[config.mk]
export PLATFORM = sky130hd
export DESIGN_NAME = bank_cmd_arbiter
export DESIGN_NICKNAME = d
export VERILOG_FILES = /design/src/rtl/litedram_cmd_pkg.sv /design/src/rtl/rr_arbiter.sv /design/src/rtl/bank_cmd_arbiter.sv
export SDC_FILE = /design/constraint.sdc
export NUM_CORES = 1
export LEC_CHECK = 0
export CAP_MARGIN = 20
export CORE_ASPECT_RATIO = 0.7
export CORE_MARGIN = 2
export CORE_UTILIZATION = 45
export CTS_BUF_LIST = sky130_fd_sc_hd__clkbuf_4 sky130_fd_sc_hd__clkbuf_8
export DETAILED_ROUTE_END_ITERATION = 8
export PLACE_DENSITY_LB_ADDON = 0.05
export SYNTH_ARGS = -nofsm -noshare
export SYNTH_HDL_FRONTEND = slang
export SYNTH_HIERARCHICAL = 1
export SYNTH_SLANG_ARGS = --single-unit
[constraint.sdc]
create_clock -name sys_clk -period 13.85 [get_ports sys_clk]
set_input_delay 2.0775 -clock sys_clk [delete_from_list [all_inputs] [get_ports sys_clk]]
set_output_delay 2.0775 -clock sys_clk [all_outputs]
set_load 0.03 [all_outputs]
[src/rtl/litedram_cmd_pkg.sv]
// Shared command types for the bank command path: the per-bank command record,
// the read/write direction FSM states and an ACTIVATE decode helper.
package litedram_cmd_pkg;

  localparam int CMD_A_W = 14;

  typedef struct packed {
    logic [CMD_A_W-1:0] a;
    logic               ras;
    logic               cas;
    logic               we;
    logic               is_cmd;
    logic               is_read;
    logic               is_write;
  } cmd_t;

  typedef enum logic [1:0] {
    RD  = 2'd0,
    WR  = 2'd1,
    RTW = 2'd2,
    WTR = 2'd3
  } arb_state_t;

  function automatic logic is_activate(cmd_t c);
    return c.ras & ~c.cas & ~c.we;
  endfunction

endpackage

[src/rtl/rr_arbiter.sv]
// Combinational round-robin arbiter. The search starts just after last_i and
// wraps; the first requester found wins. The pointer register lives in the parent.
module rr_arbiter #(
  parameter int N = 8,
  localparam int PTR_W = (N > 1) ? $clog2(N) : 1
) (
  input  logic [N-1:0]     req_i,
  input  logic [PTR_W-1:0] last_i,
  output logic [N-1:0]     grant_o
);

  logic [PTR_W-1:0] idx;
  logic             found;

  // Walk last_i+1 .. last_i+N (mod N) and grant the first active request.
  always_comb begin
    grant_o = '0;
    found   = 1'b0;
    idx     = '0;
    for (int k = 1; k <= N; k++) begin
      idx = PTR_W'((int'(last_i) + k) % N);
      if (!found && req_i[idx]) begin
        grant_o[idx] = 1'b1;
        found        = 1'b1;
      end
    end
  end

endmodule

[src/rtl/bank_cmd_arbiter.sv]
// Bank command arbiter: picks one bank-machine command per cycle (round-robin),
// groups reads and writes into direction phases separated by turnaround gaps,
// and registers the chosen command onto the PHY command bus.
// Optional: define BANK_CMD_ARBITER_TRRD_EN to enforce a minimum ACTIVATE spacing.
module bank_cmd_arbiter
  import litedram_cmd_pkg::*;
#(
  parameter int NBANKS = 8,
  parameter int ADDR_W = 14,
  parameter int BA_W   = 3,
  parameter int TRTW   = 4,
  parameter int TWTR   = 6,
  parameter int TRRD   = 4
) (
  input  logic                     sys_clk,
  input  logic                     sys_rst,
  input  logic [NBANKS-1:0]        cmd_valid,
  output logic [NBANKS-1:0]        cmd_ready,
  input  logic [NBANKS*ADDR_W-1:0] cmd_a,
  input  logic [NBANKS-1:0]        cmd_ras,
  input  logic [NBANKS-1:0]        cmd_cas,
  input  logic [NBANKS-1:0]        cmd_we,
  input  logic [NBANKS-1:0]        cmd_is_cmd,
  input  logic [NBANKS-1:0]        cmd_is_read,
  input  logic [NBANKS-1:0]        cmd_is_write,
  output logic                     phy_cs_n,
  output logic                     phy_ras_n,
  output logic                     phy_cas_n,
  output logic                     phy_we_n,
  output logic [ADDR_W-1:0]        phy_address,
  output logic [BA_W-1:0]          phy_bank,
  output logic                     phy_rddata_en,
  output logic                     phy_wrdata_en
);

  localparam int PTR_W   = (NBANKS > 1) ? $clog2(NBANKS) : 1;
  localparam int CNT_MAX = (TRTW > TWTR) ? TRTW : TWTR;
  localparam int CNT_W   = $clog2(CNT_MAX + 1);

  // The command record has a fixed address field, so the address width must match it.
  if (ADDR_W != CMD_A_W || NBANKS < 1 || NBANKS > (1 << BA_W) ||
      TRTW < 1 || TWTR < 1 || TRRD < 1) begin : g_bad_cfg
    $error("bank_cmd_arbiter: unsupported parameter set");
  end

  cmd_t             cmds [NBANKS];
  arb_state_t       state_q;
  logic [CNT_W-1:0] cnt_q;
  logic [PTR_W-1:0] last_q;
  logic [NBANKS-1:0] elig, grant, act_blk;
  logic [PTR_W-1:0] sel_idx;
  logic             any_rd, any_wr, xfer;

  // Unpack the flat per-bank buses into command records.
  always_comb begin
    for (int i = 0; i < NBANKS; i++) begin
      cmds[i].a        = cmd_a[i*ADDR_W +: ADDR_W];
      cmds[i].ras      = cmd_ras[i];
      cmds[i].cas      = cmd_cas[i];
      cmds[i].we       = cmd_we[i];
      cmds[i].is_cmd   = cmd_is_cmd[i];
      cmds[i].is_read  = cmd_is_read[i];
      cmds[i].is_write = cmd_is_write[i];
    end
  end

`ifdef BANK_CMD_ARBITER_TRRD_EN
  localparam int RRD_W = $clog2(TRRD + 1);
  logic [RRD_W-1:0] rrd_q;

  // Block requesters presenting an ACTIVATE while the ACT-to-ACT window is open.
  always_comb begin
    act_blk = '0;
    for (int i = 0; i < NBANKS; i++)
      act_blk[i] = (rrd_q != '0) && is_activate(cmds[i]);
  end

  // ACT-to-ACT spacing counter: reload on every accepted ACTIVATE, else count down.
  always_ff @(posedge sys_clk or posedge sys_rst) begin
    if (sys_rst) begin
      rrd_q <= '0;
    end else if (xfer && is_activate(cmds[sel_idx])) begin
      rrd_q <= RRD_W'(TRRD - 1);
    end else if (rrd_q != '0) begin
      rrd_q <= rrd_q - RRD_W'(1);
    end
  end
`else
  assign act_blk = '0;
`endif

  // Eligibility per direction phase; activates/precharges ride in either phase.
  always_comb begin
    elig   = '0;
    any_rd = 1'b0;
    any_wr = 1'b0;
    for (int i = 0; i < NBANKS; i++) begin
      if (state_q == RD)
        elig[i] = cmd_valid[i] & ~act_blk[i] & (cmds[i].is_cmd | cmds[i].is_read);
      else if (state_q == WR)
        elig[i] = cmd_valid[i] & ~act_blk[i] & (cmds[i].is_cmd | cmds[i].is_write);
      any_rd = any_rd | (cmd_valid[i] & cmds[i].is_read);
      any_wr = any_wr | (cmd_valid[i] & cmds[i].is_write);
    end
  end

  rr_arbiter #(.N(NBANKS)) u_rr (
    .req_i   (elig),
    .last_i  (last_q),
    .grant_o (grant)
  );

  // Encode the one-hot grant into a bank index.
  always_comb begin
    sel_idx = '0;
    for (int i = 0; i < NBANKS; i++)
      if (grant[i]) sel_idx = PTR_W'(i);
  end

  // Reset is asynchronous, so handshakes are suppressed for its whole duration.
  assign cmd_ready = sys_rst ? '0 : grant;
  assign xfer      = |grant;

  // Direction FSM, turnaround counter, round-robin pointer and registered PHY command.
  always_ff @(posedge sys_clk or posedge sys_rst) begin
    if (sys_rst) begin
      state_q       <= RD;
      cnt_q         <= '0;
      last_q        <= PTR_W'(NBANKS - 1);
      phy_cs_n      <= 1'b1;
      phy_ras_n     <= 1'b1;
      phy_cas_n     <= 1'b1;
      phy_we_n      <= 1'b1;
      phy_address   <= '0;
      phy_bank      <= '0;
      phy_rddata_en <= 1'b0;
      phy_wrdata_en <= 1'b0;
    end else begin
      case (state_q)
        RD: if (elig == '0 && any_wr) begin
          state_q <= RTW;
          cnt_q   <= CNT_W'(TRTW - 1);
        end
        WR: if (elig == '0 && any_rd) begin
          state_q <= WTR;
          cnt_q   <= CNT_W'(TWTR - 1);
        end
        RTW: if (cnt_q == '0) state_q <= WR;
             else cnt_q <= cnt_q - CNT_W'(1);
        WTR: if (cnt_q == '0) state_q <= RD;
             else cnt_q <= cnt_q - CNT_W'(1);
        default: state_q <= RD;
      endcase

      if (xfer) begin
        last_q        <= sel_idx;
        phy_cs_n      <= 1'b0;
        phy_ras_n     <= ~cmds[sel_idx].ras;
        phy_cas_n     <= ~cmds[sel_idx].cas;
        phy_we_n      <= ~cmds[sel_idx].we;
        phy_address   <= cmds[sel_idx].a;
        phy_bank      <= BA_W'(sel_idx);
        phy_rddata_en <= cmds[sel_idx].is_read;
        phy_wrdata_en <= cmds[sel_idx].is_write;
      end else begin
        phy_cs_n      <= 1'b1;
        phy_ras_n     <= 1'b1;
        phy_cas_n     <= 1'b1;
        phy_we_n      <= 1'b1;
        phy_address   <= '0;
        phy_bank      <= '0;
        phy_rddata_en <= 1'b0;
        phy_wrdata_en <= 1'b0;
      end
    end
  end

endmodule

======== Word-level counts from Yosys, hierarchy flattened ========
Index checks and enable logic that the tools add are counted.
word-level totals
  ROM bits ................................ 0
  flip-flop bits (word level) ............. 31
  bits in latches ......................... 0
  memories kept ........................... 0
  input port bits ......................... 170
  bits in writable memories ............... 0
  logic and storage cells ................. 240
operators by class
  bitwise operators ....................... 73
  div/mod/pow operators ................... 0
  reductions and logical operators ........ 31
  eq/ne operators ......................... 8
  multipliers ............................. 0
  add/subtract/negate cells ............... 9
  muxes and demuxes ....................... 91
  $lt $le $gt $ge ......................... 17
  shifts and indexed selects .............. 0
operator list
  operator                                                                      count
  8-bit two-way mux                                                             9
  20-bit binary-select mux with 3-bit select                                    1
  8-bit bitwise OR                                                              7
  1-bit two-way mux                                                             46
  20-bit two-way mux                                                            2
  1-bit bitwise AND                                                             32
  3-bit by 4-bit less-than comparator with 1-bit output, second input constant  8
  3-bit two-way mux                                                             10
  1-bit bitwise OR                                                              30
  1-bit binary-select mux with 3-bit select                                     8
  1-bit demux with 3-bit select                                                 8
  3-bit by 1-bit >= comparator with 1-bit output, second input constant         8
  1-bit logical AND                                                             17
  14-bit two-way mux                                                            1
  3-bit adder, second input constant                                            4
  3-bit case mux with 3 select lines                                            1
  8-bit zero test                                                               1
  2-bit two-way mux                                                             4
  2-bit case mux with 4 select lines                                            1
  8-bit OR reduction                                                            1
  1-bit zero test                                                               7
  3-bit by 1-bit adder with 3-bit output, second input constant                 2
  3-bit by 2-bit adder with 3-bit output, second input constant                 2
  2-bit inequality test, second input constant                                  3
  12 further kinds                                                              16

======== Logic depth before layout (Yosys ltp) ========
  depth after elaboration ................. 41
  depth in mapped cells ................... 20
  depth with buffers taken out ............ 17

======== Cells and area by module ========
The synthesis kept the hierarchy.
by module, submodules not included
  module            times used  seq. area each (µm²)  cells each  area an instance (µm²)
  bank_cmd_arbiter  1           784.5                 391         2,826.5
  rr_arbiter        1           0.0                   123         1,084.8

======== Least setup slack after synthesis ========
No wires, ideal clock.
  kind .................................... input-to-output
  from .................................... input port cmd_is_write[6]
  to ...................................... output port cmd_ready[7]
  slack ................................... 6.269 ns
  arrival time ............................ 5.504 ns
  path buffers ............................ 2
  cell stages on the path ................. 11
  required time ........................... 11.773 ns
  cells stage by stage .................... mux2_4 > o221a_4 > mux4_1 > nor4b_1 > nor4_4 > and3b_2 > a221o_1 > a2bb2oi_1 > clkbuf_1 > clkbuf_1 > nor2b_1
between the ends
  cells in the longest elaborated chain, start to end .. 29
RTL lines
  element                                    RTL line                 source
  start: declaration                         bank_cmd_arbiter.sv:25   input logic [NBANKS-1:0] cmd_is_write,
  1-bit bitwise OR (*)                       bank_cmd_arbiter.sv:101  elig[i] = cmd_valid[i] & ~act_blk[i] & (cmds[i].is_cmd | cmds[i].is_write);
  1-bit bitwise AND (*)                      bank_cmd_arbiter.sv:101
  1-bit two-way mux (*)                      bank_cmd_arbiter.sv:100  else if (state_q == WR)
  1-bit two-way mux (*)                      bank_cmd_arbiter.sv:98   if (state_q == RD)
  net elig[6]                                bank_cmd_arbiter.sv:50   logic [NBANKS-1:0] elig, grant, act_blk;
  1-bit binary-select mux with 3-bit select  rr_arbiter.sv:22         if (!found && req_i[idx]) begin
  1-bit two-way mux (implied by the code)    rr_arbiter.sv:22
  1-bit two-way mux                          rr_arbiter.sv:22
  (+15 left out)                             --
  1-bit zero test                            rr_arbiter.sv:22
  1-bit logical AND                          rr_arbiter.sv:22
  1-bit two-way mux                          rr_arbiter.sv:22
  1-bit zero test                            rr_arbiter.sv:22
  1-bit logical AND                          rr_arbiter.sv:22
  8-bit two-way mux (*)                      rr_arbiter.sv:22
  net grant[7]                               bank_cmd_arbiter.sv:50
  8-bit two-way mux (*)                      bank_cmd_arbiter.sv:121  assign cmd_ready = sys_rst ? '0 : grant;
  end: declaration                           bank_cmd_arbiter.sv:18   output logic [NBANKS-1:0] cmd_ready,
Mark *: on every way through the listed nets, which the timed path passes. The rest lies on a longest branch. The select of a mux whose other input is x is not followed.

======== Worst setup path in the final report ========
  from .................................... input port cmd_is_cmd[5]
  to ...................................... output port cmd_ready[6]
between the ends
  cells in the longest elaborated chain, start to end .. 29
RTL lines
  element                                    RTL line                 source
  start: declaration                         bank_cmd_arbiter.sv:23   input logic [NBANKS-1:0] cmd_is_cmd,
  1-bit bitwise OR                           bank_cmd_arbiter.sv:101
  1-bit bitwise AND                          bank_cmd_arbiter.sv:101
  1-bit two-way mux                          bank_cmd_arbiter.sv:100
  1-bit two-way mux (*)                      bank_cmd_arbiter.sv:98
  net elig[5]                                bank_cmd_arbiter.sv:50
  1-bit binary-select mux with 3-bit select  rr_arbiter.sv:22
  1-bit two-way mux (implied by the code)    rr_arbiter.sv:22
  1-bit two-way mux                          rr_arbiter.sv:22
  (+15 left out)                             --
  1-bit zero test                            rr_arbiter.sv:22
  1-bit logical AND                          rr_arbiter.sv:22
  1-bit two-way mux                          rr_arbiter.sv:22
  1-bit zero test                            rr_arbiter.sv:22
  1-bit logical AND                          rr_arbiter.sv:22
  8-bit two-way mux (*)                      rr_arbiter.sv:22
  net grant[6]                               bank_cmd_arbiter.sv:50
  8-bit two-way mux (*)                      bank_cmd_arbiter.sv:121
Marked as above.

==> flow_metrics.tcl <==
set metrics [dict create \
    post_cts_buffers 0 \
    synthesis.area_per_instance_um2 7.61 \
    synth_commonest_cells "sky130_fd_sc_hd__nand2_1, sky130_fd_sc_hd__nor3_1, sky130_fd_sc_hd__nor2_1, sky130_fd_sc_hd__o21ai_0, sky130_fd_sc_hd__nand3_1" \
    design.die.area_mm2 0.00947 \
    timing.hold.worst.class "reg2reg" \
    ys_dominant_reg_cell "sky130_fd_sc_hd__dfrtp_1" \
    place_hpwl_um 11500 \
    finalNonFillerCells 809 \
    postRouteAntennaNets 0 \
    cts_hold_buf 0 \
    synthesis.nets 696 \
    drt_first_pass_iters 5 \
    timing.slew.headroom_pct 24.4 \
    synth_seq_cells 31 \
    io_buffer_count 200 \
    cts_tree "done" \
    setup_total_negative_slack_ns 0 \
    worst_ir_drop_vdd_mv 0.209 \
    finalCriticalPeriod_ns 8.57 \
    finalSetupViolations 0 \
    synth_enable_flop_cells 0 \
    drive_above_1_share_pct 7.69 \
    route.final.wire_length_um 15200 \
    status "complete, no violations" \
    fp.dieH_um 82 \
    vias_in_the_first_global_route 4423 \
    ys_warn_count 6 \
    largest_net_degree_at_the_start_of_global_routing 59 \
    io_pins 201 \
    fmax_mhz 117 \
    required_ns 11.77 \
    grt_use_total_pct 30.4 \
    cts_root_buf "sky130_fd_sc_hd__clkbuf_8" \
    clk_transition_reported_paths_ns 0.07 \
    avgRoutedWirePerCell_um 18.7 \
    netlist_instances 514 \
    synth_top_cell_area_share_pct 15.4 \
    drc 0 \
    vias 4888 \
    dp_cells 801 \
    rsz0062_at_grt "no" \
    worst_pin_slew_ns 1.13 \
    timing_worst_setup_path_type "in2out" \
    final_nets 870 \
    final_max_slew_viol_count 0 \
    cp-start-kind "input pin" \
    routabilityCongestion 0.936 \
    synthToLayoutAreaGrowth_pct 54.2 \
    drt_iter0_drc 459 \
    post_cts_resized 0 \
    initial_antenna_violation_count 0 \
    post-synth-top-count-cell "sky130_fd_sc_hd__nand2_1" \
    post-route-period-util_pct 61.9 \
    cts_htree_levels 2 \
    effective_utilization_at_floorplan_pct 46.3 \
    async_flop_share_pct 100 \
    final_global_route_overflow_total 0 \
    cts-root-to-sink-buffers 2 \
    post_synth_num_cell_types 70 \
    cts_made_buffers 5 \
    antennaDiodeCount 0 \
    routed_via_density 6.04 \
    worst-path-max-fanout 18 \
    netlist_top_cells_area "sky130_fd_sc_hd__dfrtp_1, sky130_fd_sc_hd__nand2_1, sky130_fd_sc_hd__dfstp_2, sky130_fd_sc_hd__nor3_1, sky130_fd_sc_hd__o21ai_0" \
    worst_skew_pair.late_latency_ns 0.28 \
    core_area_mm2 0.00844 \
    grt_first_pass_wirelength_um 22900 \
    cts_num_sinks 31 \
    die_w_um 115 \
    final-hold-violation-count 0 \
    post_synth_instance_area_mm2 0.00391 \
    max_cap_viol_count 0 \
    power_leakage_nw 2.37 \
    worst_ep_arrival_time_ns 6.50 \
    row_count 28 \
    end_kind "output port" \
    seq_area_frac_synth_pct 20.1 \
    power_density_mw_per_mm2 325 \
    synth_area_leader_cell "sky130_fd_sc_hd__dfrtp_1" \
    timing.clock.skew_ns 0.00939 \
]
==> cells in the final DEF (no fill, tap or decap), drive strengths merged, types with 6 or more instances in the layout <==
cell           Yosys  layout
nand2             92      92
a21oi             13      13
o221ai             8       8
or3                7       7
a22oi              8       8
and3              10      10
o21a               9       9
nor3              35      35
dfstp              7       7
nor2b              8       8
clkbuf            27       7
o21ai             34      34
dfrtp             24      24
nand3             31      31
a22o               6       6
clkdlybuf4s50      0     200
o221a              6       6
nor2              35      35
mux4               8       8
nor4               6       6
ha                12      12
a32o              15      15
mux2              10      10
a31oi              9       9
inv               16      16
mux2i             10      10
==> kinds of logic after synthesis <==
| logic type | share of synthesized area [%] |
|---|---|
| compound gates | 26.6 |
| mux | 10.5 |
| xor+xnor | 0.896 |
| simple gates | 31.8 |
| buf+inv | 6.21 |
| flops | 20.1 |
| fa+ha+maj | 3.84 |
==> power breakdown <==
part	total, W	switching [W]	internal (W)
clock	0.0000767	0.0000347	0.0000421
sequential	0.000198	0.0000405	0.000158
combinational	0.00169	0.00105	0.000637
==> flip-flops by register name, indices dropped and copies added (netlist names) <==
signal,flops
cnt_q,3
last_q,3
phy_address,14
phy_bank,3
phy_cas_n,1
phy_cs_n,1
phy_ras_n,1
phy_rddata_en,1
phy_we_n,1
phy_wrdata_en,1
state_q,2
==> through the flow <==
| step | util [%] | hold WS (ns) | total power, W | setup WS (ns) | instance area, um^2 |
|---|---|---|---|---|---|
| 2_1_floorplan | - | 0.467 | 0.00142 | 6.27 | 3910 |
| 5_1_grt | 71.4 | 0.581 | 0.00213 | 5.03 | 6030 |
| 3_5_place_dp | 70.3 | 0.547 | 0.00186 | 5.34 | 5940 |
| 3_3_place_gp | 70.3 | 0.528 | 0.00183 | 5.45 | 5940 |
| 4_1_cts | 71.4 | 0.563 | 0.00194 | 5.34 | 6030 |
| 6_report | 71.4 | 0.559 | 0.00196 | 5.28 | 6030 |
==> critical path, cell delays in order <==
cell and delay [ns]:
sky130_fd_sc_hd__clkdlybuf4s50_1 0.42, sky130_fd_sc_hd__or2b_1 0.22, sky130_fd_sc_hd__o221ai_1 0.28, sky130_fd_sc_hd__inv_1 0.19
sky130_fd_sc_hd__mux4_1 0.60, sky130_fd_sc_hd__nor4_1 0.52, sky130_fd_sc_hd__nor4_4 0.18, sky130_fd_sc_hd__and3b_2 0.33
sky130_fd_sc_hd__a221o_1 0.21, sky130_fd_sc_hd__a2bb2oi_1 0.24, sky130_fd_sc_hd__inv_1 0.33, sky130_fd_sc_hd__nor2_1 0.19
sky130_fd_sc_hd__clkdlybuf4s50_1 0.69
==> layer usage <==
layer / up-vias / share of wire (%) / track usage (%)
met2: 323 / 46 / 48.8
met5: - / 0 / 0
li1: 2281 / - / -
met1: 2259 / 41 / 43.0
met4: 0 / 1.2 / 4.94
met3: 25 / 11 / 6.42
==> layout make-up <==
type,instances,area (um^2)
clock inverter,1,5.00
timing repair buffer,205,2040
inverter,16,60.1
fill,639,2410
sequential,31,785
multi-input combinational,429,2900
clock buffer,7,90.1
tap,120,150
==> path summary, 6_finish.rpt <==
check,startpoint,endpoint,slack [ns],depth (start not counted)
worst max-delay path,cmd_is_cmd[5],cmd_ready[6],5.28,13
worst min-delay path,last_q[1],last_q[1],0.56,2
worst max register to register,state_q[1],phy_address[5],7.54,15
worst min register to register,last_q[1],last_q[1],0.56,2
max in group asynchronous,sys_rst,phy_ras_n,10.65,3
min in group asynchronous,sys_rst,phy_address[5],2.47,2
No activity file was read; power rests on OpenSTA's default activity.
